[src/rtl/mem_access_ctrl_if.sv]
// rtl/mem_access_ctrl_if.sv - request/response and BRAM port bundle for mem_access_ctrl
// master = CPU side plus BRAM data return, slave = the controller.
interface mem_access_ctrl_if #(
  parameter int ADDR_W = 16
);
  logic              req_valid;
  logic              req_ready;
  logic              req_we;
  logic [1:0]        req_size;
  logic              req_signed;
  logic [ADDR_W-1:0] req_addr;
  logic [31:0]       req_wdata;
  logic              resp_valid;
  logic [31:0]       resp_rdata;
  logic              resp_fault;
  logic              mem_rd_en;
  logic              mem_wr_en;
  logic [ADDR_W-1:0] mem_addr;
  logic [31:0]       mem_wdata;
  logic [31:0]       mem_rdata;

  modport master (
    output req_valid, req_we, req_size, req_signed, req_addr, req_wdata, mem_rdata,
    input  req_ready, resp_valid, resp_rdata, resp_fault,
    input  mem_rd_en, mem_wr_en, mem_addr, mem_wdata
  );

  modport slave (
    input  req_valid, req_we, req_size, req_signed, req_addr, req_wdata, mem_rdata,
    output req_ready, resp_valid, resp_rdata, resp_fault,
    output mem_rd_en, mem_wr_en, mem_addr, mem_wdata
  );
endinterface

[src/rtl/mem_access_ctrl.sv]
// rtl/mem_access_ctrl.sv - load/store controller with sub-word extract and read-modify-write
// Optional misalignment faulting: MEM_ACCESS_ALIGN_CHECK_EN.
module mem_access_ctrl #(
  parameter int ADDR_W = 16
) (
  input  logic             clk,
  input  logic             rst,
  mem_access_ctrl_if.slave bus
);
  typedef enum logic [2:0] {IDLE, RD, WAIT, WR, RESP} state_t;

  state_t            state;
  logic              we_q;
  logic              signed_q;
  logic [1:0]        size_q;
  logic [31:0]       wbuf;
  logic [ADDR_W-1:0] req_addr;
  logic [1:0]        lane;
  logic              misaligned;
  logic [7:0]        rd_byte;
  logic [15:0]       rd_half;
  logic [31:0]       load_val;
  logic [31:0]       merged;

  assign req_addr = bus.req_addr;
  // mem_addr only changes on acceptance, so it still holds this request's address
  assign lane = bus.mem_addr[1:0];

`ifdef MEM_ACCESS_ALIGN_CHECK_EN
  assign misaligned = ((bus.req_size == 2'b01) && req_addr[0]) ||
                      (bus.req_size[1] && (req_addr[1:0] != 2'b00));
`else
  assign misaligned = 1'b0;
`endif

  always_comb begin
    rd_byte  = bus.mem_rdata[{lane, 3'b000} +: 8];
    rd_half  = lane[1] ? bus.mem_rdata[31:16] : bus.mem_rdata[15:0];
    load_val = bus.mem_rdata;
    merged   = bus.mem_rdata;
    case (size_q)
      2'b00: begin
        load_val = {{24{signed_q & rd_byte[7]}}, rd_byte};
        merged[{lane, 3'b000} +: 8] = wbuf[7:0];
      end
      2'b01: begin
        load_val = {{16{signed_q & rd_half[15]}}, rd_half};
        if (lane[1]) merged[31:16] = wbuf[15:0];
        else         merged[15:0]  = wbuf[15:0];
      end
      default: begin
        load_val = bus.mem_rdata;
        merged   = wbuf;
      end
    endcase
  end

  always_ff @(posedge clk or negedge rst) begin
    if (!rst) begin
      state          <= IDLE;
      we_q           <= 1'b0;
      signed_q       <= 1'b0;
      size_q         <= 2'b00;
      wbuf           <= 32'd0;
      bus.req_ready  <= 1'b1;
      bus.resp_valid <= 1'b0;
      bus.resp_rdata <= 32'd0;
      bus.resp_fault <= 1'b0;
      bus.mem_rd_en  <= 1'b0;
      bus.mem_wr_en  <= 1'b0;
      bus.mem_addr   <= '0;
      bus.mem_wdata  <= 32'd0;
    end else begin
      bus.mem_rd_en  <= 1'b0;
      bus.mem_wr_en  <= 1'b0;
      bus.resp_valid <= 1'b0;
      case (state)
        IDLE: begin
          if (bus.req_valid) begin
            we_q           <= bus.req_we;
            signed_q       <= bus.req_signed;
            size_q         <= bus.req_size;
            wbuf           <= bus.req_wdata;
            bus.req_ready  <= 1'b0;
            bus.resp_rdata <= 32'd0;
            bus.resp_fault <= 1'b0;
            if (misaligned) begin
              state          <= RESP;
              bus.resp_valid <= 1'b1;
              bus.resp_fault <= 1'b1;
            end else begin
              bus.mem_addr <= req_addr;
              if (bus.req_we && bus.req_size[1]) begin
                state         <= WR;
                bus.mem_wr_en <= 1'b1;
                bus.mem_wdata <= bus.req_wdata;
              end else begin
                state         <= RD;
                bus.mem_rd_en <= 1'b1;
              end
            end
          end
        end
        RD: state <= WAIT;
        WAIT: begin
          if (we_q) begin
            wbuf          <= merged;
            bus.mem_wdata <= merged;
            bus.mem_wr_en <= 1'b1;
            state         <= WR;
          end else begin
            bus.resp_rdata <= load_val;
            bus.resp_valid <= 1'b1;
            state          <= RESP;
          end
        end
        WR: begin
          bus.resp_valid <= 1'b1;
          state          <= RESP;
        end
        RESP: begin
          bus.req_ready <= 1'b1;
          state         <= IDLE;
        end
        default: begin
          bus.req_ready <= 1'b1;
          state         <= IDLE;
        end
      endcase
    end
  end
endmodule

[src/flat_wrapper.sv]
// flat-port wrapper written by rule: the top's interface ports become plain ports
module mem_access_ctrl_flat 
#(
  parameter int ADDR_W = 16
)
  (clk, rst, bus_req_valid, bus_req_we, bus_req_size, bus_req_signed, bus_req_addr, bus_req_wdata, bus_mem_rdata, bus_req_ready, bus_resp_valid, bus_resp_rdata, bus_resp_fault, bus_mem_rd_en, bus_mem_wr_en, bus_mem_addr, bus_mem_wdata);
  mem_access_ctrl_if #(.ADDR_W(ADDR_W)) bus_i ();
  input  logic clk;
  input  logic rst;
  input wire logic [$bits(bus_i.req_valid)-1:0] bus_req_valid;
  input wire logic [$bits(bus_i.req_we)-1:0] bus_req_we;
  input wire logic [$bits(bus_i.req_size)-1:0] bus_req_size;
  input wire logic [$bits(bus_i.req_signed)-1:0] bus_req_signed;
  input wire logic [$bits(bus_i.req_addr)-1:0] bus_req_addr;
  input wire logic [$bits(bus_i.req_wdata)-1:0] bus_req_wdata;
  input wire logic [$bits(bus_i.mem_rdata)-1:0] bus_mem_rdata;
  output wire logic [$bits(bus_i.req_ready)-1:0] bus_req_ready;
  output wire logic [$bits(bus_i.resp_valid)-1:0] bus_resp_valid;
  output wire logic [$bits(bus_i.resp_rdata)-1:0] bus_resp_rdata;
  output wire logic [$bits(bus_i.resp_fault)-1:0] bus_resp_fault;
  output wire logic [$bits(bus_i.mem_rd_en)-1:0] bus_mem_rd_en;
  output wire logic [$bits(bus_i.mem_wr_en)-1:0] bus_mem_wr_en;
  output wire logic [$bits(bus_i.mem_addr)-1:0] bus_mem_addr;
  output wire logic [$bits(bus_i.mem_wdata)-1:0] bus_mem_wdata;
  assign bus_i.req_valid = bus_req_valid;
  assign bus_i.req_we = bus_req_we;
  assign bus_i.req_size = bus_req_size;
  assign bus_i.req_signed = bus_req_signed;
  assign bus_i.req_addr = bus_req_addr;
  assign bus_i.req_wdata = bus_req_wdata;
  assign bus_i.mem_rdata = bus_mem_rdata;
  assign bus_req_ready = bus_i.req_ready;
  assign bus_resp_valid = bus_i.resp_valid;
  assign bus_resp_rdata = bus_i.resp_rdata;
  assign bus_resp_fault = bus_i.resp_fault;
  assign bus_mem_rd_en = bus_i.mem_rd_en;
  assign bus_mem_wr_en = bus_i.mem_wr_en;
  assign bus_mem_addr = bus_i.mem_addr;
  assign bus_mem_wdata = bus_i.mem_wdata;
  mem_access_ctrl #(.ADDR_W(ADDR_W)) u_core (.clk(clk), .rst(rst), .bus(bus_i));
endmodule
[config.mk]
export PLATFORM = sky130hd
export DESIGN_NAME = mem_access_ctrl_flat
export DESIGN_NICKNAME = d
export VERILOG_FILES = /design/src/rtl/mem_access_ctrl_if.sv /design/src/rtl/mem_access_ctrl.sv /design/src/flat_wrapper.sv
export SDC_FILE = /design/constraint.sdc
export NUM_CORES = 1
export LEC_CHECK = 0
export CAP_MARGIN = 25
export CORE_UTILIZATION = 40
export DETAILED_ROUTE_END_ITERATION = 8
export HOLD_SLACK_MARGIN = 0.12
export PLACE_DENSITY = 0.74
export SLEW_MARGIN = 15
export SYNTH_ARGS = -nofsm -noshare
export SYNTH_HDL_FRONTEND = slang
export SYNTH_SLANG_ARGS = --single-unit
[constraint.sdc]
create_clock -name clk -period 3.8 [get_ports clk]
set_clock_uncertainty 0.15 [all_clocks]
set_input_delay 0.57 -clock clk [delete_from_list [all_inputs] [get_ports clk]]
set_output_delay 0.57 -clock clk [all_outputs]
set_load 0.005 [all_outputs]
* Word-level counts from Yosys, hierarchy flattened
Index checks and enable logic that the tools add are counted.
** Operators by class
- Add/sub/neg operators :: 1
- Equal/unequal tests :: 8
- Shift operators :: 3
- Muxes and demuxes :: 30
- Bitwise logic cells :: 3
- Reduce and logical (&&, ||, !) cells :: 10
** Operators by type and width (number)
- $pmux 32 s2 :: 5
- $mux 32 :: 6
- $mux 16 :: 3
- $bwmux 32 :: 1
- $shift 8x7->32 const A :: 1
- $shiftx 32x6->8 :: 1
- $shiftx 8x7->32 :: 1
- $pmux 3 s4 :: 1
- $mux 1 :: 8
- $neg 5->7 :: 1
- $eq 3x2->1 const B :: 2
- $mux 3 :: 2
- $pmux 1 s2 :: 3
- $reduce_and 3->1 :: 2
- $ne 2x1->1 const B :: 2
- $ne 2x2->1 const B :: 2
- $reduce_and 2->1 :: 2
- $reduce_and 4->1 :: 1
- $eq 3x1->1 const B :: 1
- $logic_not 3->1 :: 1
- $reduce_or 3->1 :: 1
- $and 1x1->1 :: 2
- $eq 2x1->1 const B :: 1
- $logic_not 2->1 :: 1
- 4 further kinds :: 4
** Word-level totals
- Flip-flop bits (word level) :: 123
- Output and inout bits :: 85
- Logic and storage cells :: 67

* Logic depth before layout (Yosys ltp)
Gate-level depths: netlist (run 1).
- Word-level depth :: 6
- Gate-level depth with buffers :: 9
- Gate-level depth less buffers :: 6

* Worst setup path after synthesis (run 1)
Ideal clock, no wire load.
- Kind :: reg2reg
- Start point :: register u_core.bus.mem_addr[1]
- End point :: register u_core.wbuf[30]
- Setup time :: 96 ps
- Arrival :: 2576 ps
- Required time :: 3554 ps
- Setup slack :: 979 ps
- Stages on the path, launching flop included :: 10
- Buffers on the path :: 3
- Clock period less this slack :: 2821 ps
- Cells stage by stage :: dfrtp_1 -> buf_2 -> buf_1 -> inv_1 -> ha_1 -> or4b_1 -> buf_2 -> nor3b_4 -> a221oi_1 -> o31ai_1
** On the way
- Longest elaborated chain between the ends :: 6
** Ends and longest elaborated chain
- start: declaration :: line mem_access_ctrl_if.sv:31 : output mem_rd_en, mem_wr_en, mem_addr, mem_wdata
- start signal: assignment :: line mem_access_ctrl.sv:92 : bus.mem_addr <= req_addr;
- $neg 5->7 :: line mem_access_ctrl.sv:44 : merged[{lane, 3'b000} +: 8] = wbuf[7:0];
- $shiftx 8x7->32 or $shift 8x7->32 (tied branches) :: line mem_access_ctrl.sv:44
- $bwmux 32 :: line mem_access_ctrl.sv:44
- $pmux 32 s2 (*) :: line mem_access_ctrl.sv:41 : case (size_q)
- $mux 32 (*) :: line mem_access_ctrl.sv:106 : if (we_q) begin
- $pmux 32 s2 (*) :: line mem_access_ctrl.sv:77 : case (state)
- end signal: assignment :: line mem_access_ctrl.sv:83 : wbuf <= bus.req_wdata;
- end signal: assignment :: line mem_access_ctrl.sv:107 : wbuf <= merged;
- end: declaration :: line mem_access_ctrl.sv:16 : logic [31:0] wbuf;
Every way passes the cells marked *; elsewhere a longest branch is shown, timed or not. The select of a mux whose other input is x is not followed.
A chain may end at the register's enable or synchronous reset.

* Worst setup path in the final report (run 1)
- Start point :: register u_core.bus.mem_addr[0]
- End point :: register u_core.wbuf[30]
** On the way
- Longest elaborated chain between the ends :: 6
** Ends and longest elaborated chain (line)
- $neg 5->7 (*) :: mem_access_ctrl.sv:44
- $shiftx 8x7->32 or $shift 8x7->32 (tied branches) :: mem_access_ctrl.sv:44
- $bwmux 32 (*) :: mem_access_ctrl.sv:44
- $pmux 32 s2 (*) :: mem_access_ctrl.sv:41
- $mux 32 (*) :: mem_access_ctrl.sv:106
- $pmux 32 s2 (*) :: mem_access_ctrl.sv:77
Marks and branches as above.

==> flow_summary.ini, run 1 <==
[cts]
clk_pin_slew_ns = 0.06
clk_latency_ns = 0.41
cts_tree = done
cts_max_level = 4
clockRootBuffer = clkbuf_16
cts_setup_buffers = 0
clockBufferDepth = 2
cts_made_buffers = 17
clock-sinks = 123

[power_and_ir_drop]
swShare_pct = 39.1
seqPwrFrac_pct = 31.3
p_total_mw = 8.31
power_frac_comb_pct = 47.7
ir_drop_mv = 0.504
p_switching_mw = 3.25
clockPowerShare_pct = 21.0
power.internal_mw = 5.06
p_leak_nw = 3.71
powerDensity_nw_per_um2 = 908

[setup_path]
cp_cell_sequence = inv_1, ha_1, or4b_1, nor3b_4, a221oi_1, o31ai_1
cp_max_fo = 18
arrival_ns = 3.24
crit_path_end_kind = flip-flop
worst_path_largest_cell_delay_ns = 0.79
slowest_stage = dfrtp_1
critPathKind = reg -> reg
critPathRequiredTime_ns = 3.96
startpoint_type = flip-flop

[placement]
place_hpwl_mm = 15.0
placed_area_sq_um = 8510
finalWeightedCongestion = 0.901
port_buffers = 170

[global_route]
antenna_found_initial = 0
grt_pass1_wl_mm = 32.7
grt_pass1_vias = 5826
overflow = 0
grt_usage_pct = 25.5
grt_start_max_net_pins = 66

[synthesis]
synth_area_leader_cell = dfrtp_1
synth_warnings = 0
yosysMostFrequentCell = dfrtp_1
ys_seq_elements = 123
synth.yosys.seq_area_share_pct = 46.6
synth_area_per_cell_sq_um = 9.78
synth_common_cells = dfrtp_1 (122), nand2_1 (79), nor2_1 (74), o31ai_1 (48), o21ai_0 (35)
synth_top_area_share_pct = 46.2
synth_area_leaders = dfrtp_1 (46%), o31ai_1 (5.5%), nand2_1 (4.5%), nor2_1 (4.2%), a221o_1 (3.6%)
synth.distinct_cells = 53
synth_nets = 768
synth-main-ff-cell = dfrtp_1
async_flop_share_pct = 100
synth_edf_count = 0
synth_area_sq_um = 6610
synthCells = 676

[hold_path]
hp-class = reg -> reg

[timing]
slew_viol_final = 0
hold_viol = 0
rsz0062_at_grt = false
maxSlewHeadroom_pct = 37.7
timing.final.crit_share_pct = 81.0
fin_tns_setup_ns = 0
period_minus_slack_ns = 3.08
finalSetupViolCount = 0
fmax_mhz = 325
worst_pin_slew_ns = 0.934

[flow_run]
maxCapViolCount = 0

[floorplan]
start_util_pct = 41.3
pin_count = 172
die_area_sq_um = 17000
die_w_um = 131
core_sq_um = 16000
fp.dieH_um = 131
rows = 46

[final_layout]
syn2layout_area_growth_pct = 38.5
nNetsFinal = 909
stdcell_area_sq_um = 9150
n_antenna_cell = 0
drive_above_1_share_pct = 9.89
fin_util_pct = 57.2

[detailed_routing]
routedWlPerCell_um = 20.4
via_per_inst = 5.88
dr.first_iter.drc_count = 615
drc = 0
first_pass_iters = 5
wirelength_mm = 21.3
ant_nets = 0
vias = 6147

[run_status]
status = completed
-- critical path, delay by kind of cell (launching register included) --
kind,cells,cell delay (ns)
AO/OA/AOI/OAI,2,0.46
AND/OR/NAND/NOR,2,1.08
adder cells (fa/ha/maj),1,0.28
flip-flops,1,0.79
buffers and inverters,1,0.21
-- worst paths after layout --
path / cells past startpoint / to / slack (ns) / start
max: 6 / u_core.wbuf[30]$_DFFE_PN0P_ / 0.72 / u_core.bus.mem_addr[0]$_DFFE_PN0P_
min: 2 / u_core.bus.resp_rdata[11]$_DFFE_PN0P_ / 0.33 / u_core.bus.resp_rdata[11]$_DFFE_PN0P_
max reg2reg: 6 / u_core.wbuf[30]$_DFFE_PN0P_ / 0.72 / u_core.bus.mem_addr[0]$_DFFE_PN0P_
min reg2reg: 2 / u_core.bus.resp_rdata[11]$_DFFE_PN0P_ / 0.33 / u_core.bus.resp_rdata[11]$_DFFE_PN0P_
max in group asynchronous: 3 / u_core.bus.mem_wdata[6]$_DFFE_PN0P_ / 2.06 / rst
min in group asynchronous: 2 / u_core.wbuf[30]$_DFFE_PN0P_ / 0.62 / rst
-- cells by family (layout without fill, tap and decap cells) --
group	after synthesis	in the layout	synth area share [%]
other	1	1	0.0567
AND/OR/NAND/NOR	206	206	14.2
adder cells (fa/ha/maj)	5	5	0.947
multiplexers	41	41	7.67
flip-flops	123	123	46.6
AO/OA/AOI/OAI	227	227	26.0
buffers and inverters	73	226	4.56
-- metal layers --
metal,global-route usage (%),vias up,wire [um]
li1,-,2808,-
met1,35.8,2967,9210
met2,38.1,330,9530
met3,6.35,42,2030
met4,9.67,0,544
met5,0,-,0
-- cell usage in the layout (no fill, tap or decap), types with 2 or more instances in the layout --
master,netlist,layout
nor2_1,74,74
o221ai_1,6,6
a22o_1,17,17
o21ai_0,35,35
nor3b_1,3,3
o21a_1,6,6
nand2_1,79,79
dfrtp_1,122,121
mux2i_1,18,18
o211ai_1,16,16
clkbuf_1,32,2
a22oi_1,2,2
a221o_1,24,24
nand2b_1,10,10
ha_1,5,5
buf_4,1,16
nand3_1,10,10
a32oi_1,9,8
clkbuf_8,0,5
clkdlybuf4s50_1,0,169
a221oi_1,15,15
mux2_2,17,17
nor3_1,4,4
o31ai_1,48,48
bufinv_16,0,4
a211oi_1,9,9
nor3b_4,1,2
clkinv_2,0,3
a31oi_1,8,8
mux4_2,6,6
clkbuf_16,0,17
o22a_1,6,6
nor2b_1,15,15
inv_1,6,6
buf_12,0,2
a21oi_1,17,16
-- final cells by class --
class / count / area (sq um)
flip-flops and latches: 123 / 3080
fillers: 1393 / 6850
well taps: 216 / 270
repair buffers: 188 / 1860
clock buffers: 24 / 502
multi-input cells: 480 / 3280
inverters: 7 / 26.3
clock inverters: 7 / 135
-- sequential cells by signal (all words and copies together) (netlist names) --
register	flops
u_core.size_q	2
u_core.bus.resp_rdata	32
u_core.bus.resp_valid	1
u_core.bus.mem_wr_en	1
u_core.bus.mem_addr	16
u_core.wbuf	32
u_core.bus.mem_rd_en	1
u_core.bus.req_ready	1
u_core.bus.mem_wdata	32
u_core.state	3
u_core.signed_q	1
u_core.we_q	1
-- metrics by stage --
stage / cells / setup slack (ns) / hold slack [ns]
6_report: 1045 / 0.721 / 0.325
3_5_place_dp: 1013 / 0.716 / 0.318
5_1_grt: 1045 / 0.434 / 0.346
4_1_cts: 1045 / 0.689 / 0.332
2_1_floorplan: 676 / 0.979 / 0.124
3_3_place_gp: 1013 / 0.850 / 0.312
-- power by group through the flow --
| stage | clock network (mW) | registers [mW] | logic (mW) |
|---|---|---|---|
| 5_1_grt | 1.84 | 2.68 | 4.32 |
| 2_1_floorplan | 0 | 2.28 | 2.55 |
| 6_report | 1.75 | 2.60 | 3.96 |
| 3_5_place_dp | 0 | 2.60 | 3.94 |
| 3_3_place_gp | 0 | 2.59 | 3.86 |
| 4_1_cts | 1.77 | 2.59 | 3.96 |
-- repair_timing --
item | 4_1_cts | 5_1_grt
hold buffers | 1 | 0
endpoints found under the hold margin | 55 | 0
gates resized for setup | 0 | 0
(Power assumes the default switching activity.)
==> inputs of run 2 (changes only) <==
PLACE_DENSITY = 0.76   (was 0.74)
clock period = 2.59 ns   (was 3.8 ns; I/O delays follow)
==> run 2 against run 1 <==
- routed wire length up 3.8%
- via count up 3.3%
- hold slack worse by 0.017 ns
- setup slack worse by 0.65 ns
- die area unchanged
- design area up 2.3%
- first-iteration DRC count up 21%
- global-route usage up 0.95 points
- register-to-register slack worse by 0.65 ns
- clock-buffer cell count up 3
- clock power up 45%
- non-clock buffer count up 19
==> flow_summary.ini, run 2 (same netlist as run 1, synthesis figures left out) <==
[run_status]
status = completed

[setup_path]
crit_family = simple AND/OR/NAND/NOR gates
startpoint_type = flip-flop
path_buf_inv = 1
worst_path_largest_cell_delay_ns = 0.74
cp_max_fo = 37
slowest_stage = nor3_1
arrival_ns = 2.67
critPathKind = reg -> reg
crit_path_end_kind = flip-flop
critPathRequiredTime_ns = 2.75
cp_cell_sequence = buf_12, ha_1, nor3_1, a221o_1, a211oi_1, o31ai_1

[cts]
clk_latency_ns = 0.42
cts_resized = 0
clock-sinks = 123
cts_tree = done
clk_pin_slew_ns = 0.06
clockRootBuffer = clkbuf_16
hold_buffers = 1
cts_max_level = 4
cts_setup_buffers = 0
cts_made_buffers = 17
clockBufferDepth = 2

[detailed_routing]
routedWlPerCell_um = 20.8
wirelength_mm = 22.1
dr.first_iter.drc_count = 744
drc = 0
via_per_inst = 5.96
ant_nets = 0
first_pass_iters = 5
vias = 6352

[floorplan]
rows = 46
start_util_pct = 41.3
fp.dieH_um = 131
die_area_sq_um = 17000
core_sq_um = 16000
die_w_um = 131
pin_count = 172

[timing]
slew_viol_final = 0
worst_pin_slew_ns = 0.969
rsz0062_at_grt = false
hold_viol = 0
fmax_mhz = 398
worst_slack_ns = 0.0745
fin_tns_setup_ns = 0
period_minus_slack_ns = 2.52
maxSlewHeadroom_pct = 34.9
finalSetupViolCount = 0
timing.final.crit_share_pct = 97.1

[flow_run]
maxCapViolCount = 0

[final_layout]
nNetsFinal = 928
reg_top3 = u_core.bus.mem_wdata (32), u_core.bus.resp_rdata (32), u_core.wbuf (32)
drive_above_1_share_pct = 11.9
fin_util_pct = 58.5
layout_commonest_cell = clkdlybuf4s50_1
syn2layout_area_growth_pct = 41.6
layout_common_cells = clkdlybuf4s50_1 (169), dfrtp_1 (121), nand2_1 (79)

[placement]
pre_cts_slack_ns = 0.0570
finalWeightedCongestion = 0.896
port_buffers = 170
place_hpwl_mm = 15.4

[global_route]
grt_pass1_vias = 6049
antenna_found_initial = 0
grt_pass1_wl_mm = 33.3
grt_use_met1_pct = 36.7
grt-busiest-layer = met2
grt_start_max_net_pins = 66
overflow = 0
grt_usage_pct = 26.5
met3_usage_pct = 5.94
grtUsageMet2_pct = 38.5

[power_and_ir_drop]
powerDensity_nw_per_um2 = 1330
p_leak_nw = 3.82
ir_drop_mv = 0.800

[hold_path]
hp-class = in -> async
run 2: path summary, 6_finish.rpt:
kind                                                        from                               endpoint  slack, ns  cells past startpoint
max                           u_core.bus.mem_addr[1]$_DFFE_PN0P_            u_core.wbuf[16]$_DFFE_PN0P_       0.07                      6
min                                                          rst   u_core.bus.mem_wdata[26]$_DFFE_PN0P_       0.31                      2
max reg2reg                   u_core.bus.mem_addr[1]$_DFFE_PN0P_            u_core.wbuf[16]$_DFFE_PN0P_       0.07                      6
min reg2reg                u_core.bus.resp_rdata[12]$_DFFE_PN0P_  u_core.bus.resp_rdata[12]$_DFFE_PN0P_       0.33                      2
max in group asynchronous                                    rst       u_core.bus.req_ready$_DFFE_PN1P_       1.33                      3
min in group clk           u_core.bus.resp_rdata[12]$_DFFE_PN0P_  u_core.bus.resp_rdata[12]$_DFFE_PN0P_       0.33                      2
run 2: area by class of cell:
type	instances	area, sq um
antenna	1	2.50
clock buffer	27	533
clock inverter	5	103
fill	1395	6640
inverter	7	26.3
multi-input combinational	480	3280
sequential	123	3080
tap	216	270
timing repair buffer	207	2070
run 2: per-layer routing:
metal | vias to the layer above | wire, um
met5 | - | 0
met4 | 0 | 828
met3 | 64 | 2240
met2 | 373 | 9760
met1 | 3061 | 9290
li1 | 2854 | -
run 2: worst reg2reg max path, stage by stage, from the launching register on:
cell and delay, ns:
dfrtp_2 0.42, buf_12 0.19, ha_1 0.22, nor3_1 0.74
a221o_1 0.27, a211oi_1 0.06, o31ai_1 0.34
run 2: where the power goes:
| part | leakage, nW | internal (mW) | switching (mW) |
|---|---|---|---|
| combinational | 1.96 | 3.06 | 3.22 |
| clock | 0.310 | 1.69 | 0.851 |
| sequential | 1.55 | 2.84 | 0.804 |
| total | 3.82 | 7.59 | 4.88 |
run 2: metrics by stage:
stage | power [mW] | cell area, sq um | instances | hold slack, ns
floorplan | 7.09 | 6620 | 676 | -0.0571
global placement | 9.70 | 8700 | 1031 | 0.218
detailed placement | 9.83 | 8700 | 1031 | 0.228
CTS | 12.4 | 9350 | 1064 | 0.310
global route | 13.2 | 9360 | 1065 | 0.343
finish | 12.5 | 9360 | 1066 | 0.308
==> inputs of run 3 (changes only) <==
GPL_TIMING_DRIVEN = 0   (was unset)
TNS_END_PERCENT = 30   (was unset)
==> run 3 against run 2 <==
- global-route usage grew 0.79 points
- non-clock buffer count rose by 36
- hold slack better by 0.016 ns
- sequential power shrank 6.8%
- critical path depth up 2
- first-iteration DRC count up 6.2%
- combinational power rose by 5.3%
- via count is 2.2% higher
- total power decreased by 1.1%
- critical path type unchanged
- largest cell class unchanged
- largest power group unchanged
==> flow_summary.ini, run 3 (same netlist as run 1, synthesis figures left out) <==
[detailed_routing]
vias = 6490
ant_nets = 0
dr.first_iter.drc_count = 790
wirelength_mm = 22.7
drc = 0
first_pass_iters = 5
routedWlPerCell_um = 20.6
via_per_inst = 5.89

[timing]
worst_pin_slew_ns = 0.935
maxSlewHeadroom_pct = 37.2
fmax_mhz = 397
whs_ns = 0.324
rsz0062_at_grt = true
period_minus_slack_ns = 2.52
timing.final.crit_share_pct = 97.3
slew_viol_final = 0
finalSetupViolCount = 0
hold_viol = 0

[setup_path]
arrival_ns = 2.65
startpoint_type = flip-flop
critPathKind = reg -> reg
cp_cell_sequence = buf_12, clkinvlp_4, ha_1, clkbuf_1, nor3b_4, buf_6, a221oi_1, o31ai_1
crit_path_end_kind = flip-flop
worst_path_largest_cell_delay_ns = 0.46
slowest_stage = clkbuf_1
critPathRequiredTime_ns = 2.72
cp_max_fo = 10

[placement]
place_hpwl_mm = 16.7
dp.cells = 1063
port_buffers = 170
finalWeightedCongestion = 0.950

[cts]
clockBufferDepth = 2
cts_tree = done
clockRootBuffer = clkbuf_16
clk_pin_slew_ns = 0.06
clk_latency_ns = 0.42
cts_max_level = 4
cts_made_buffers = 17
clock-sinks = 123

[final_layout]
register_area_sq_um = 3080
layout_commonest_cell = clkdlybuf4s50_1
fill_cells = 1414
multi_input_area_sq_um = 3240
layout_common_cells = clkdlybuf4s50_1 (169), dfrtp_1 (120), nand2_1 (79)
syn2layout_area_growth_pct = 40.9
n_antenna_cell = 0
nNetsFinal = 964
drive_above_1_share_pct = 11.5
fin_cells = 1101
reg_top3 = u_core.bus.mem_wdata (32), u_core.bus.resp_rdata (32), u_core.wbuf (32)

[run_status]
status = completed

[floorplan]
die_area_sq_um = 17000
rows = 46
core_sq_um = 16000
pin_count = 172
start_util_pct = 41.3
fp.dieH_um = 131
die_w_um = 131

[global_route]
antenna_found_initial = 0
grt_pass1_wl_mm = 34.6
grt_usage_pct = 27.3
overflow = 0
grt_start_max_net_pins = 67
grt_pass1_vias = 6243

[flow_run]
maxCapViolCount = 0

[power_and_ir_drop]
powerDensity_nw_per_um2 = 1320
ir_drop_mv = 0.685
p_leak_nw = 3.79
p_total_mw = 12.3

[hold_path]
hp-class = reg -> reg
run 3: cell count changes in the layout (fill, tap and decap cells not counted), sizes merged:
cell,delta
clkbuf,+32
buf,+3
clkinv,+3
bufinv,-2
clkinvlp,+1
diode,-1
inv,-1
run 3: path summary, 6_finish.rpt:
check                                                   endpoint  cells after the start  slack, ns                             startpoint
min reg2reg                u_core.bus.resp_rdata[14]$_DFFE_PN0P_                      2       0.32  u_core.bus.resp_rdata[14]$_DFFE_PN0P_
max in group asynchronous  u_core.bus.resp_rdata[15]$_DFFE_PN0P_                      3       1.22                                    rst
max                         u_core.bus.mem_wdata[28]$_DFFE_PN0P_                      8       0.07     u_core.bus.mem_addr[1]$_DFFE_PN0P_
min in group asynchronous   u_core.bus.mem_wdata[26]$_DFFE_PN0P_                      2       0.36                                    rst
min                        u_core.bus.resp_rdata[14]$_DFFE_PN0P_                      2       0.32  u_core.bus.resp_rdata[14]$_DFFE_PN0P_
max reg2reg                 u_core.bus.mem_wdata[28]$_DFFE_PN0P_                      8       0.07     u_core.bus.mem_addr[1]$_DFFE_PN0P_
run 3: critical path: cells and delay by family (launching register included):
| family | cells | cell delay [ns] |
|---|---|---|
| buffers and inverters | 4 | 0.86 |
| AOI/OAI and AO/OA | 2 | 0.57 |
| DFF | 1 | 0.40 |
| adders and majority gates | 1 | 0.32 |
| and+or+nand+nor | 1 | 0.08 |
run 3: cell type report:
cell class                      instances  area share [%]
Timing Repair Buffer                  178            19.2
Inverter                                7           0.323
Multi-Input combinational cell        480            34.8
Clock inverter                          6           0.618
Sequential cell                       123            33.1
Tap cell                              216            2.90
Clock buffer                           26            5.68
Buffer                                 65            3.39
run 3: routing by layer:
metal / global-route usage (%) / part of all wire [%] / wire length, um
met4: 13.7 / 4.1 / 925
met2: 40.4 / 44 / 10000
met5: 0 / 0 / 0
met1: 37.1 / 42 / 9410
met3: 6.84 / 10 / 2290
run 3: through the flow:
stage	setup slack [ns]	TNS [ns]	instance area [sq um]	utilization [%]
detailed placement	-0.350	-14.77	8620	53.8
finish	0.0697	0	9310	58.2
global placement	-3.87	-489.87	8590	53.7
global route	-0.0269	-0.0677	9310	58.2
floorplan	0.00574	0	6620	-
CTS	0.00848	0	9260	57.9
run 3: power breakdown:
group          leakage [nW]  switching, mW  total, mW  internal [mW]
Combinational          1.95           3.61       6.61           3.00
Sequential             1.55          0.552       3.40           2.85
Clock                 0.292          0.834       2.33           1.49
run 3: what timing repair did:
item	CTS	global route
gates resized for setup	8	21
gates cloned	0	0
pin swaps	10	1
hold buffers	1	0
buffers inserted	4	2
setup endpoints to repair	64	59
hold endpoints to repair	56	0
